**config.mk**
```make
export PLATFORM = sky130hd
export DESIGN_NAME = pipeline_run_controller
export DESIGN_NICKNAME = d
export VERILOG_FILES = /design/src/rtl/pipeline_run_controller.sv
export SDC_FILE = /design/constraint.sdc
export NUM_CORES = 1
export LEC_CHECK = 0
export CORE_MARGIN = 8
export CORE_UTILIZATION = 67
export CTS_CLUSTER_SIZE = 30
export DETAILED_ROUTE_END_ITERATION = 6
export DONT_BUFFER_PORTS = 1
export HOLD_SLACK_MARGIN = 0.02
export PLACE_DENSITY = 0.82
export SLEW_MARGIN = 5
export SYNTH_ARGS = -nofsm -noshare
export SYNTH_HDL_FRONTEND = slang
export SYNTH_SLANG_ARGS = --single-unit
```
**constraint.sdc**
```tcl
create_clock -name clk -period 3.65 [get_ports clk]
set_input_delay 0.5475 -clock clk [delete_from_list [all_inputs] [get_ports clk]]
set_output_delay 0.5475 -clock clk [all_outputs]
set_load 0.02 [all_outputs]
```
**src/rtl/pipeline_run_controller.sv**
```systemverilog
// -----------------------------------------------------------------------------
// pipeline_run_controller
//
// Run/step/pause sequencer for the MIPS pipeline debug path. Drives the global
// pipe_enable that gates the pipeline registers and the control unit. Once the
// HALT opcode reaches ID the pipeline is allowed to drain for a fixed number of
// enabled cycles and is then frozen until reset. Enabled cycles are counted for
// readout.
//
// Parameters:
//   HALT_OPCODE   opcode in ID that terminates the program
//   DRAIN_CYCLES  enabled cycles after HALT is decoded (1..15)
//   CNT_W         width of cycle_count
//
// Ports:
//   clk          single clock, rising edge
//   reset        synchronous, active-high reset
//   cmd_valid    debug command present
//   cmd_code     00 NOP, 01 RUN, 10 STEP, 11 PAUSE
//   cmd_ready    command can be accepted this cycle
//   op_code      opcode of the instruction currently in ID
//   pipe_enable  pipeline / control-unit enable
//   running      high in RUN or DRAIN
//   halted       program finished (DONE)
//   step_done    one-cycle pulse in the first IDLE cycle after a step
//   cycle_count  saturating count of cycles with pipe_enable high
// -----------------------------------------------------------------------------
//
//   state   | meaning
//   --------+-----------------------------------------------------------
//   IDLE    | pipeline frozen, waiting for RUN or STEP
//   RUN     | free running until PAUSE or HALT decode
//   STEP    | single enabled cycle, then back to IDLE
//   DRAIN   | HALT decoded, letting in-flight instructions retire
//   DONE    | program finished, frozen until reset
//
module pipeline_run_controller #(
   parameter logic [5:0]  HALT_OPCODE  = 6'b111111,
   parameter int unsigned DRAIN_CYCLES = 4,
   parameter int unsigned CNT_W        = 32
) (
   input  logic             clk,
   input  logic             reset,
   input  logic             cmd_valid,
   input  logic [1:0]       cmd_code,
   output logic             cmd_ready,
   input  logic [5:0]       op_code,
   output logic             pipe_enable,
   output logic             running,
   output logic             halted,
   output logic             step_done,
   output logic [CNT_W-1:0] cycle_count
);

   localparam logic [2:0] S_IDLE  = 3'd0;
   localparam logic [2:0] S_RUN   = 3'd1;
   localparam logic [2:0] S_STEP  = 3'd2;
   localparam logic [2:0] S_DRAIN = 3'd3;
   localparam logic [2:0] S_DONE  = 3'd4;

   localparam logic [1:0] CMD_NOP   = 2'b00;
   localparam logic [1:0] CMD_RUN   = 2'b01;
   localparam logic [1:0] CMD_STEP  = 2'b10;
   localparam logic [1:0] CMD_PAUSE = 2'b11;

   // Drain timer counts down from DRAIN_CYCLES-1 so the terminal count (0)
   // lands on the last enabled drain cycle.
   localparam logic [3:0] DRAIN_LOAD = 4'(DRAIN_CYCLES - 1);

   localparam logic [CNT_W-1:0] CNT_MAX = {CNT_W{1'b1}};
   localparam logic [CNT_W-1:0] CNT_ONE = {{(CNT_W-1){1'b0}}, 1'b1};

   logic [2:0] state;
   logic [2:0] state_nxt;
   logic [3:0] drain_cnt;
   logic [3:0] drain_cnt_nxt;
   logic       cmd_accept;
   logic       halt_hit;
   logic       drain_tc;

   // Moore outputs, decoded from the state register only.
   assign pipe_enable = (state == S_RUN) || (state == S_STEP) || (state == S_DRAIN);
   assign running     = (state == S_RUN) || (state == S_DRAIN);
   assign halted      = (state == S_DONE);
   assign cmd_ready   = (state == S_IDLE) || (state == S_RUN);

   assign cmd_accept = cmd_valid && cmd_ready;
   // The opcode in ID is only meaningful while the pipeline is advancing.
   assign halt_hit   = pipe_enable && (op_code == HALT_OPCODE);
   assign drain_tc   = (drain_cnt == 4'd0);

   always_comb begin
      state_nxt     = state;
      drain_cnt_nxt = drain_cnt;
      case (state)
         S_IDLE: begin
            if (cmd_accept) begin
               case (cmd_code)
                  CMD_RUN:   state_nxt = S_RUN;
                  CMD_STEP:  state_nxt = S_STEP;
                  CMD_PAUSE: state_nxt = S_IDLE;
                  CMD_NOP:   state_nxt = S_IDLE;
                  default:   state_nxt = S_IDLE;
               endcase
            end
         end
         S_RUN: begin
            // HALT outranks a PAUSE in the same cycle; the PAUSE is still
            // handshaken (cmd_ready is high) and simply dropped.
            if (halt_hit) begin
               state_nxt     = S_DRAIN;
               drain_cnt_nxt = DRAIN_LOAD;
            end else if (cmd_accept && (cmd_code == CMD_PAUSE)) begin
               state_nxt = S_IDLE;
            end
         end
         S_STEP: begin
            if (halt_hit) begin
               state_nxt     = S_DRAIN;
               drain_cnt_nxt = DRAIN_LOAD;
            end else begin
               state_nxt = S_IDLE;
            end
         end
         S_DRAIN: begin
            if (drain_tc) begin
               state_nxt = S_DONE;
            end else begin
               drain_cnt_nxt = drain_cnt - 4'd1;
            end
         end
         S_DONE: begin
            state_nxt = S_DONE;
         end
         default: begin
            state_nxt = S_IDLE;
         end
      endcase
   end

   always_ff @(posedge clk) begin
      if (reset) begin
         state     <= S_IDLE;
         drain_cnt <= 4'd0;
      end else begin
         state     <= state_nxt;
         drain_cnt <= drain_cnt_nxt;
      end
   end

   // A step that hits HALT goes to DRAIN and never reports completion.
   always_ff @(posedge clk) begin
      if (reset) begin
         step_done <= 1'b0;
      end else begin
         step_done <= (state == S_STEP) && !halt_hit;
      end
   end

   always_ff @(posedge clk) begin
      if (reset) begin
         cycle_count <= '0;
      end else if (pipe_enable && (cycle_count != CNT_MAX)) begin
         cycle_count <= cycle_count + CNT_ONE;
      end
   end

endmodule

```
==> results of run 1 <==
==> registers in the layout (all words and copies together) (netlist names) <==
register     count
cycle_count     32
drain_cnt        4
state            3
step_done        1
==> critical path, delay by kind of cell (launching register included) <==
kind            cells  cell delay [ns]
compound gates      1             0.28
fa+ha+maj           1             0.25
flops               1             0.56
mux                 1             0.33
simple gates        3             1.06
==> logic make-up (layout without fill, tap and decap cells) <==
logic type	after synthesis	in the layout	share of synthesized area
AOI/OAI and AO/OA	52	52	0.1489
and+or+nand+nor	127	127	0.3360
buffers and inverters	16	17	0.02916
DFF	40	40	0.3888
muxes	6	6	0.03220
xor gates and xnor gates	11	11	0.04678
adders and majority gates	3	3	0.01823
==> stage by stage <==
stage,power (mW),instances,setup slack [ns],util,hold WS (ns)
after floorplan,0.4833,255,1.281,-,0.4676
after global placement,0.4804,281,1.165,0.6992,0.4820
after detailed placement,0.4811,281,1.115,0.6992,0.4827
after CTS,0.8053,289,1.097,0.7311,0.2252
after global routing,0.8276,289,0.8729,0.7311,0.2162
final,0.7983,289,1.075,0.7311,0.2632
==> area by class of cell <==
cell class / count / area [um2] / area share
Sequential cell: 40 / 800.8 / 0.3678
Multi-Input combinational cell: 199 / 1199 / 0.5506
Inverter: 7 / 26.28 / 0.01207
Clock inverter: 1 / 30.03 / 0.01379
Clock buffer: 7 / 65.06 / 0.02989
Tap cell: 33 / 41.29 / 0.01897
Timing Repair Buffer: 2 / 15.01 / 0.006897
==> power by group through the flow <==
stage	Combinational [mW]	Clock (mW)	Sequential (mW)
after floorplan	0.0295	0	0.454
after global placement	0.0236	0	0.457
after detailed placement	0.0241	0	0.457
after CTS	0.0242	0.334	0.447
after global routing	0.0270	0.353	0.448
final	0.0239	0.327	0.447
==> per-layer routing <==
metal  GRT usage  vias up  wire, um
li1            -      938         -
met1      0.2120      820      2009
met2      0.2653       46      1975
met3     0.09205        6       435
met4     0.07852        0        68
met5           0        -         0
==> worst max-delay path by stage <==
stage / from / to / cells past startpoint
5_1_grt: cycle_count[0]$_SDFFE_PP0P_ / cycle_count[19]$_SDFFE_PP0P_ / 6
3_5_place_dp: cycle_count[0]$_SDFFE_PP0P_ / cycle_count[3]$_SDFFE_PP0P_ / 6
4_1_cts: cycle_count[5]$_SDFFE_PP0P_ / cycle_count[28]$_SDFFE_PP0P_ / 5
6_report: cycle_count[0]$_SDFFE_PP0P_ / cycle_count[3]$_SDFFE_PP0P_ / 6
3_3_place_gp: cycle_count[0]$_SDFFE_PP0P_ / cycle_count[3]$_SDFFE_PP0P_ / 6
2_1_floorplan: cycle_count[5]$_SDFFE_PP0P_ / cycle_count[28]$_SDFFE_PP0P_ / 5
==> cells in the final DEF (no fill, tap or decap), types with 8 or more instances in the layout <==
cell,count
sky130_fd_sc_hd__nand4_1,12
sky130_fd_sc_hd__a21oi_1,20
sky130_fd_sc_hd__nor2_1,21
sky130_fd_sc_hd__or4_1,9
sky130_fd_sc_hd__o21ai_0,15
sky130_fd_sc_hd__dfxtp_1,40
sky130_fd_sc_hd__nor2b_1,8
sky130_fd_sc_hd__nand2_1,27
sky130_fd_sc_hd__or3_1,14
sky130_fd_sc_hd__nor3_1,10
==> impl_table.tex, run 1 <==
\begin{tabular}{lr}
\hline
Metric & Value \\
\hline
\multicolumn{2}{l}{\textbf{Drt}} \\
\quad Total iterations of the first detailed-routing run & 4 \\
\quad Final routed DRC violation total & 0 \\
\quad Detailed-route vias per instance & 6.263 \\
\quad Final routed wirelength across all metal layers & roughly 4500 um \\
\quad DR vias & approximately 1800 \\
\quad Antenna-violating nets left & 0 \\
\quad Initial drt markers & 159 \\
\quad Routed wirelength normalized by instance count & 15.53 um \\
\multicolumn{2}{l}{\textbf{Finish}} \\
\quad Final layout net count & about 270 \\
\quad Area delta synth->final & 5.711\% \\
\quad Fraction of layout cells with a size suffix above 1 & 0.08203 \\
\quad Ant. Diodes & 0 \\
\quad Post-route cell area & between 2000 and 2500 um2 \\
\quad \# fillers & between 200 and 250 \\
\multicolumn{2}{l}{\textbf{Timing}} \\
\quad Worst Max-Slew Pin Slew & $\sim$0.77 ns \\
\quad Max-Slew Margin vs Limit & 0.4850 \\
\quad Highest clock rate & between 0.3 and 0.4 GHz \\
\quad RSZ-0062 raised after global routing & no \\
\quad Number of hold-slack violations in the final timing report & 0 \\
\quad Number of setup violations in the final report & 0 \\
\quad Skew final & between 0.01 and 0.015 ns \\
\quad Final TNS setup & 0 ns \\
\quad Min Clock Period, post-route & between 2 and 3 ns \\
\quad Slew Viols, Final & 0 \\
\quad Crit share post-route & 0.7056 \\
\multicolumn{2}{l}{\textbf{Setup path}} \\
\quad End of the worst register-to-register path & cycle\_count[3]\$\_SDFFE\_PP0P\_ \\
\quad R2R Path Start & cycle\_count[0]\$\_SDFFE\_PP0P\_ \\
\quad Critical-path top delay cell & sky130\_fd\_sc\_hd\_\_nor4\_1 \\
\quad Required time of the critical path & $\sim$4 ns \\
\quad Worst setup EP type & flop \\
\quad Slowest cell delay on critical path & between 0.6 and 0.7 ns \\
\quad Number of cells traversed by the worst register-to-register path & 6 \\
\quad CP Launch Type & flop \\
\quad Data arrival time of the worst path & around 2.8 ns \\
\quad Critical Path Fanout Max & 6 \\
\quad Library cell appearing most often on the critical path & sky130\_fd\_sc\_hd\_\_nand4\_1 \\
\quad Type of the worst setup path & reg -> reg \\
\quad Setup slack of the most critical reg-to-reg path & approximately 1.1 ns \\
\quad Cell-by-cell listing of the critical path & ha\_1 > nand4\_1 > nor4\_1 > a21oi\_1 > nand4\_1 > mux2\_2 \\
\multicolumn{2}{l}{\textbf{Logic synthesis}} \\
\quad Area share of the leading cell type in the synthesized netlist & 0.3888 \\
\quad Sequential area share after synthesis & 0.3888 \\
\quad Library cell with the largest summed area after synthesis & sky130\_fd\_sc\_hd\_\_dfxtp\_1 \\
\quad Avg Synthesized Cell Area & $\sim$8.1 um2 \\
\quad Library cell with the highest instance count after synthesis & sky130\_fd\_sc\_hd\_\_dfxtp\_1 \\
\quad Synth cell count leaders & sky130\_fd\_sc\_hd\_\_dfxtp\_1, sky130\_fd\_sc\_hd\_\_nand2\_1, sky130\_fd\_sc\_hd\_\_nor2\_1 \\
\quad Main synth FF type & sky130\_fd\_sc\_hd\_\_dfxtp\_1 \\
\quad Post-synth EDFFs & 0 \\
\quad Netlist cell types & 39 \\
\quad FF+latch count, synth & 40 \\
\quad Post-synthesis async set-or-reset flop share & 0 \\
\quad Netlist Area Pre-Place & 2059 um2 \\
\quad Count of mapped cells out of synthesis & 255 \\
\quad Ranking of synthesized cells by area & sky130\_fd\_sc\_hd\_\_dfxtp\_1, sky130\_fd\_sc\_hd\_\_nand2\_1, sky130\_fd\_sc\_hd\_\_a21oi\_1, sky130\_fd\_sc\_hd\_\_or3\_1, sky130\_fd\_sc\_hd\_\_nor2\_1 \\
\quad Number of warnings printed during yosys synthesis & 0 \\
\quad Net count after synthesis & approximately 270 \\
\multicolumn{2}{l}{\textbf{Hold path}} \\
\quad HP Class & in -> reg \\
\quad Launch instance of the worst min-delay path & reset \\
\quad Endpoint of the worst hold-timing path & cycle\_count[16]\$\_SDFFE\_PP0P\_ \\
\quad Worst hold path depth & 1 \\
\multicolumn{2}{l}{\textbf{Clock network}} \\
\quad Clock latency on the worst-skew pair & between 0.3 and 0.4 ns \\
\quad Number of buffers added to fix hold violations after cts & 0 \\
\quad Post\_cts resized & 0 \\
\quad Root Buffer Master & sky130\_fd\_sc\_hd\_\_clkbuf\_4 \\
\quad Number of buffers created by CTS & 5 \\
\quad TritonCTS clock tree & yes \\
\quad Clock-pin slew on the worst setup and hold paths & between 0.1 and 0.15 ns \\
\quad \# Post-CTS Setup Buffers & 0 \\
\quad Clock sink count & 40 \\
\quad Depth of the CTS H-tree & 2 \\
\quad Maximum buffer depth of the clock tree & 2 \\
\multicolumn{2}{l}{\textbf{Power}} \\
\quad Worst vdd ir & approximately 290 uV \\
\quad Cell-internal power & 0.6316 mW \\
\quad Leak Pwr & 0.7016 nW \\
\quad Sequential group share of total power & 0.560 \\
\quad Power dissipated by switching net loads & between 0.15 and 0.2 mW \\
\quad Switching part of the total & 0.2088 \\
\quad Clk pwr share & 0.410 \\
\quad Ratio of total power to cell area & 366.7 nW/um2 \\
\quad Gate power share & 0.030 \\
\multicolumn{2}{l}{\textbf{Placed design}} \\
\quad Dpl cell area & 2082 um2 \\
\quad Count of port buffers added during placement & 0 \\
\quad HPWL after detailed placement & between 3000 and 4000 um \\
\quad Final GP Congestion & 0.9054 \\
\multicolumn{2}{l}{\textbf{Global routing}} \\
\quad Via count of the first global-routing pass & approximately 1500 \\
\quad Initial antenna violation count & 0 \\
\quad Pin count of the biggest net entering global routing & 49 \\
\quad Global-route wire length before repair & $\sim$7400 um \\
\quad Overflow left after global routing & 0 \\
\quad Total global routing track utilization & 0.1798 \\
\multicolumn{2}{l}{\textbf{Floorplanning}} \\
\quad Die Span X & between 70 and 80 um \\
\quad Initial core utilization & 0.6916 \\
\quad Die outline height & $\sim$70 um \\
\quad Site Rows & 20 \\
\quad Core Region & slightly below 3000 um2 \\
\quad Die area & a little over 5000 um2 \\
\quad I/O pin cnt & 48 \\
\multicolumn{2}{l}{\textbf{Run}} \\
\quad Number of maximum-capacitance violations & 0 \\
\multicolumn{2}{l}{\textbf{Run status}} \\
\quad Outcome & complete, no violations \\
\hline
\end{tabular}
Power figures use the tool's default switching activity.
==> run 2, diff against run 1 <==
--- a/config.mk
+++ b/config.mk
@@ -6,12 +6,12 @@
 export NUM_CORES = 1
 export LEC_CHECK = 0
 export CORE_MARGIN = 8
-export CORE_UTILIZATION = 67
+export CORE_UTILIZATION = 62
 export CTS_CLUSTER_SIZE = 30
 export DETAILED_ROUTE_END_ITERATION = 6
 export DONT_BUFFER_PORTS = 1
 export HOLD_SLACK_MARGIN = 0.02
-export PLACE_DENSITY = 0.82
+export PLACE_DENSITY = 0.77
 export SLEW_MARGIN = 5
 export SYNTH_ARGS = -nofsm -noshare
 export SYNTH_HDL_FRONTEND = slang
==> constraint.sdc (replaced) <==
create_clock -name clk -period 2.6 [get_ports clk]
set_input_delay 0.39 -clock clk [delete_from_list [all_inputs] [get_ports clk]]
set_output_delay 0.39 -clock clk [all_outputs]
set_load 0.02 [all_outputs]
==> run 2 against run 1 <==
- design area up 8.0%
- sequential power up 39%
- count of clock-buffer cells in the layout down 1
- setup slack worse by 0.88 ns
- hold slack worse by 0.15 ns
- via count up 9.2%
- maximum frequency up 6.9%
- global-route usage up 0.70 points
- first-iteration DRC count down 30%
- combinational power up 86%
- clock power down 13%
- critical path depth down 1
==> impl_table.tex, run 2 (synthesis results as in run 1) <==
\begin{tabular}{lr}
\hline
Metric & Value \\
\hline
\multicolumn{2}{l}{\textbf{Drt}} \\
\quad Routed wirelength normalized by instance count & 15.26 um (-1.8\%) \\
\quad Initial drt markers & 112 (-30\%) \\
\quad Final routed DRC violation total & 0 (unchanged) \\
\quad Antenna-violating nets left & 0 (unchanged) \\
\quad Total iterations of the first detailed-routing run & 4 (unchanged) \\
\quad Final routed wirelength across all metal layers & 5005 um (+11\%) \\
\quad Detailed-route vias per instance & 6.027 (-3.8\%) \\
\quad DR vias & 1977 (+9.2\%) \\
\multicolumn{2}{l}{\textbf{Timing}} \\
\quad Skew final & 0.01100 ns (-0.003826 ns) \\
\quad RSZ-0062 raised after global routing & no \\
\quad Slew Viols, Final & 0 (unchanged) \\
\quad Max-Slew Margin vs Limit & 0.4914 (+0.006412) \\
\quad Final TNS setup & 0 ns (unchanged) \\
\quad Highest clock rate & 0.4152 GHz (+6.9\%) \\
\quad Number of hold-slack violations in the final timing report & 0 (unchanged) \\
\quad Min Clock Period, post-route & 2.408 ns (-0.1671 ns) \\
\quad Worst Max-Slew Pin Slew & 0.7612 ns (-0.009596 ns) \\
\quad Crit share post-route & 0.9263 (+0.2207) \\
\quad Number of setup violations in the final report & 0 (unchanged) \\
\quad Hold Slack & 0.1107 ns (-0.1525 ns) \\
\multicolumn{2}{l}{\textbf{Clock network}} \\
\quad Clock latency on the worst-skew pair & 0.34 ns (about the same) \\
\quad Maximum buffer depth of the clock tree & 2 (unchanged) \\
\quad Root Buffer Master & sky130\_fd\_sc\_hd\_\_clkbuf\_4 \\
\quad Depth of the CTS H-tree & 2 (unchanged) \\
\quad Clock sink count & 40 (unchanged) \\
\quad TritonCTS clock tree & yes \\
\quad Number of buffers created by CTS & 5 (unchanged) \\
\quad Number of buffers added to fix hold violations after cts & 0 (unchanged) \\
\quad Clock-pin slew on the worst setup and hold paths & 0.11 ns (about the same) \\
\multicolumn{2}{l}{\textbf{Setup path}} \\
\quad Cell-by-cell listing of the critical path & nand4\_1 > nor4\_1 > a21oi\_1 > nand4\_1 > mux2\_2 \\
\quad Worst setup EP type & flop \\
\quad Slowest cell delay on critical path & 0.68 ns (about the same) \\
\quad Required time of the critical path & 2.82 ns (-1.08 ns) \\
\quad CP Launch Type & flop \\
\quad Number of gates on the worst path with buffers counted & 5 (-1) \\
\quad Crit-path leading delay family & simple AND/OR/NAND/NOR gates \\
\quad Type of the worst setup path & reg -> reg \\
\quad Number of cells traversed by the worst register-to-register path & 5 (-1) \\
\quad Worst path buffer plus inverter count & 0 (unchanged) \\
\quad Data arrival time of the worst path & 2.63 ns (-0.19 ns) \\
\quad Critical-path top delay cell & sky130\_fd\_sc\_hd\_\_nor4\_1 \\
\quad Library cell appearing most often on the critical path & sky130\_fd\_sc\_hd\_\_nand4\_1 \\
\quad Critical Path Fanout Max & 5 (-1) \\
\multicolumn{2}{l}{\textbf{Finish}} \\
\quad Ant. Diodes & 0 (unchanged) \\
\quad Final standard cell count with taps included and fillers excluded & 328 (+13\%) \\
\quad Multi-input gate area in the final layout & 1204 um2 (+0.42\%) \\
\quad \# fillers & 297 (+24\%) \\
\quad Commonest non-fill, non-tap cells in the layout & sky130\_fd\_sc\_hd\_\_dfxtp\_1, sky130\_fd\_sc\_hd\_\_buf\_4, sky130\_fd\_sc\_hd\_\_nand2\_1, sky130\_fd\_sc\_hd\_\_nor2\_1, sky130\_fd\_sc\_hd\_\_a21oi\_1 \\
\quad Sequential cell area & 800.8 um2 (unchanged) \\
\quad Flip-flop count of the largest register, all copies and words added & 32 (unchanged) \\
\quad Register with the highest flop count & cycle\_count \\
\quad Area delta synth->final & 14.22\% \\
\quad Fraction of layout cells with a size suffix above 1 & 0.1667 (+0.08464) \\
\quad Leading cell type in the layout, fill and taps excluded & sky130\_fd\_sc\_hd\_\_dfxtp\_1 \\
\quad Utilization after layout & 0.7220 (-0.009126) \\
\quad Largest registers & cycle\_count x32, drain\_cnt x4, state x3 \\
\quad Final layout net count & 296 (+10\%) \\
\multicolumn{2}{l}{\textbf{Floorplanning}} \\
\quad Die area & 5422 um2 (+6.2\%) \\
\quad I/O pin cnt & 48 (unchanged) \\
\quad Die outline height & 73.64 um (+3.1\%) \\
\quad Site Rows & 21 (+5.0\%) \\
\quad Core Region & 3258 um2 (+9.4\%) \\
\quad Initial core utilization & 0.6321 (-0.05949) \\
\quad Die Span X & 73.64 um (+3.1\%) \\
\multicolumn{2}{l}{\textbf{Placed design}} \\
\quad Final GP Congestion & 0.8891 (-1.8\%) \\
\quad HPWL after detailed placement & 3775 um (+16\%) \\
\quad Cell count after placement & 321 (+14\%) \\
\quad Count of port buffers added during placement & 0 (unchanged) \\
\multicolumn{2}{l}{\textbf{Power}} \\
\quad Ratio of total power to cell area & 404.6 nW/um2 (+10\%) \\
\quad Overall power consumption & 0.9518 mW (+19\%) \\
\quad Leak Pwr & 0.8231 nW (+17\%) \\
\quad Worst vdd ir & 325.1 uV (+12\%) \\
\multicolumn{2}{l}{\textbf{Hold path}} \\
\quad HP Class & in -> reg \\
\quad Worst hold path depth & 1 (unchanged) \\
\multicolumn{2}{l}{\textbf{Run}} \\
\quad Number of maximum-capacitance violations & 0 (unchanged) \\
\multicolumn{2}{l}{\textbf{Global routing}} \\
\quad Initial antenna violation count & 0 (unchanged) \\
\quad Via count of the first global-routing pass & 1753 (+13\%) \\
\quad Global-route wire length before repair & 8079 um (+9.5\%) \\
\quad Total global routing track utilization & 0.1867 (+0.006967) \\
\quad Overflow left after global routing & 0 (unchanged) \\
\quad Pin count of the biggest net entering global routing & 49 (unchanged) \\
\multicolumn{2}{l}{\textbf{Run status}} \\
\quad Outcome & complete, no violations \\
\hline
\end{tabular}
[run 2: cell types whose count changed in the layout (fill, tap and decap cells not counted), sizes merged]
| cell | previous run | this run |
|---|---|---|
| buf | 2 | 29 |
| bufinv | 1 | 0 |
| clkbuf | 7 | 6 |
| clkinv | 0 | 1 |
[run 2: layout make-up]
| cell class | instances | share of cell area |
|---|---|---|
| Multi-Input combinational cell | 199 | 0.5117 |
| Timing Repair Buffer | 29 | 0.09255 |
| Clock buffer | 6 | 0.01755 |
| Tap cell | 46 | 0.02447 |
| Inverter | 7 | 0.01117 |
| Clock inverter | 1 | 0.002128 |
| Sequential cell | 40 | 0.3404 |
[run 2: per-stage QoR]
step	worst slack [ns]	area (um2)
2_1_floorplan	0.2311	2059
4_1_cts	0.1604	2347
5_1_grt	0.02888	2352
6_report	0.1917	2352
3_3_place_gp	0.2573	2301
3_5_place_dp	0.1944	2301
[run 2: metal layers]
layer | vias up | wire (um) | part of all wire | GRT usage
met5 | - | 0 | 0 | 0
met4 | 0 | 48 | 0.0096 | 0.05322
met3 | 5 | 379 | 0.076 | 0.06276
met2 | 48 | 2505 | 0.50 | 0.3219
met1 | 931 | 2071 | 0.41 | 0.2114
li1 | 993 | - | - | -
[run 2: path summary, 6_finish.rpt]
| path | start | to | slack [ns] |
|---|---|---|---|
| max reg2reg | cycle_count[4]$_SDFFE_PP0P_ | cycle_count[3]$_SDFFE_PP0P_ | 0.19 |
| min | reset | cycle_count[30]$_SDFFE_PP0P_ | 0.11 |
| min reg2reg | drain_cnt[0]$_SDFFE_PP0P_ | drain_cnt[0]$_SDFFE_PP0P_ | 0.52 |
| max | cycle_count[4]$_SDFFE_PP0P_ | cycle_count[3]$_SDFFE_PP0P_ | 0.19 |
[run 2: worst reg2reg max path, delay by kind of cell (launching register included)]
kind	cells	cell delay, ns
mux	1	0.35
flops	1	0.55
simple gates	3	1.13
compound gates	1	0.28
[run 2: what timing repair did]
action / in CTS / in global routing
buffers inserted: 0 / 0
endpoints found under the setup margin: 0 / 3
gates resized for setup: 0 / 1
[run 2: report_power, final]
part / internal, mW / switching (mW) / total, mW
Clock: 0.0998 / 0.185 / 0.285
Combinational: 0.0185 / 0.0259 / 0.0444
Sequential: 0.617 / 0.00569 / 0.622
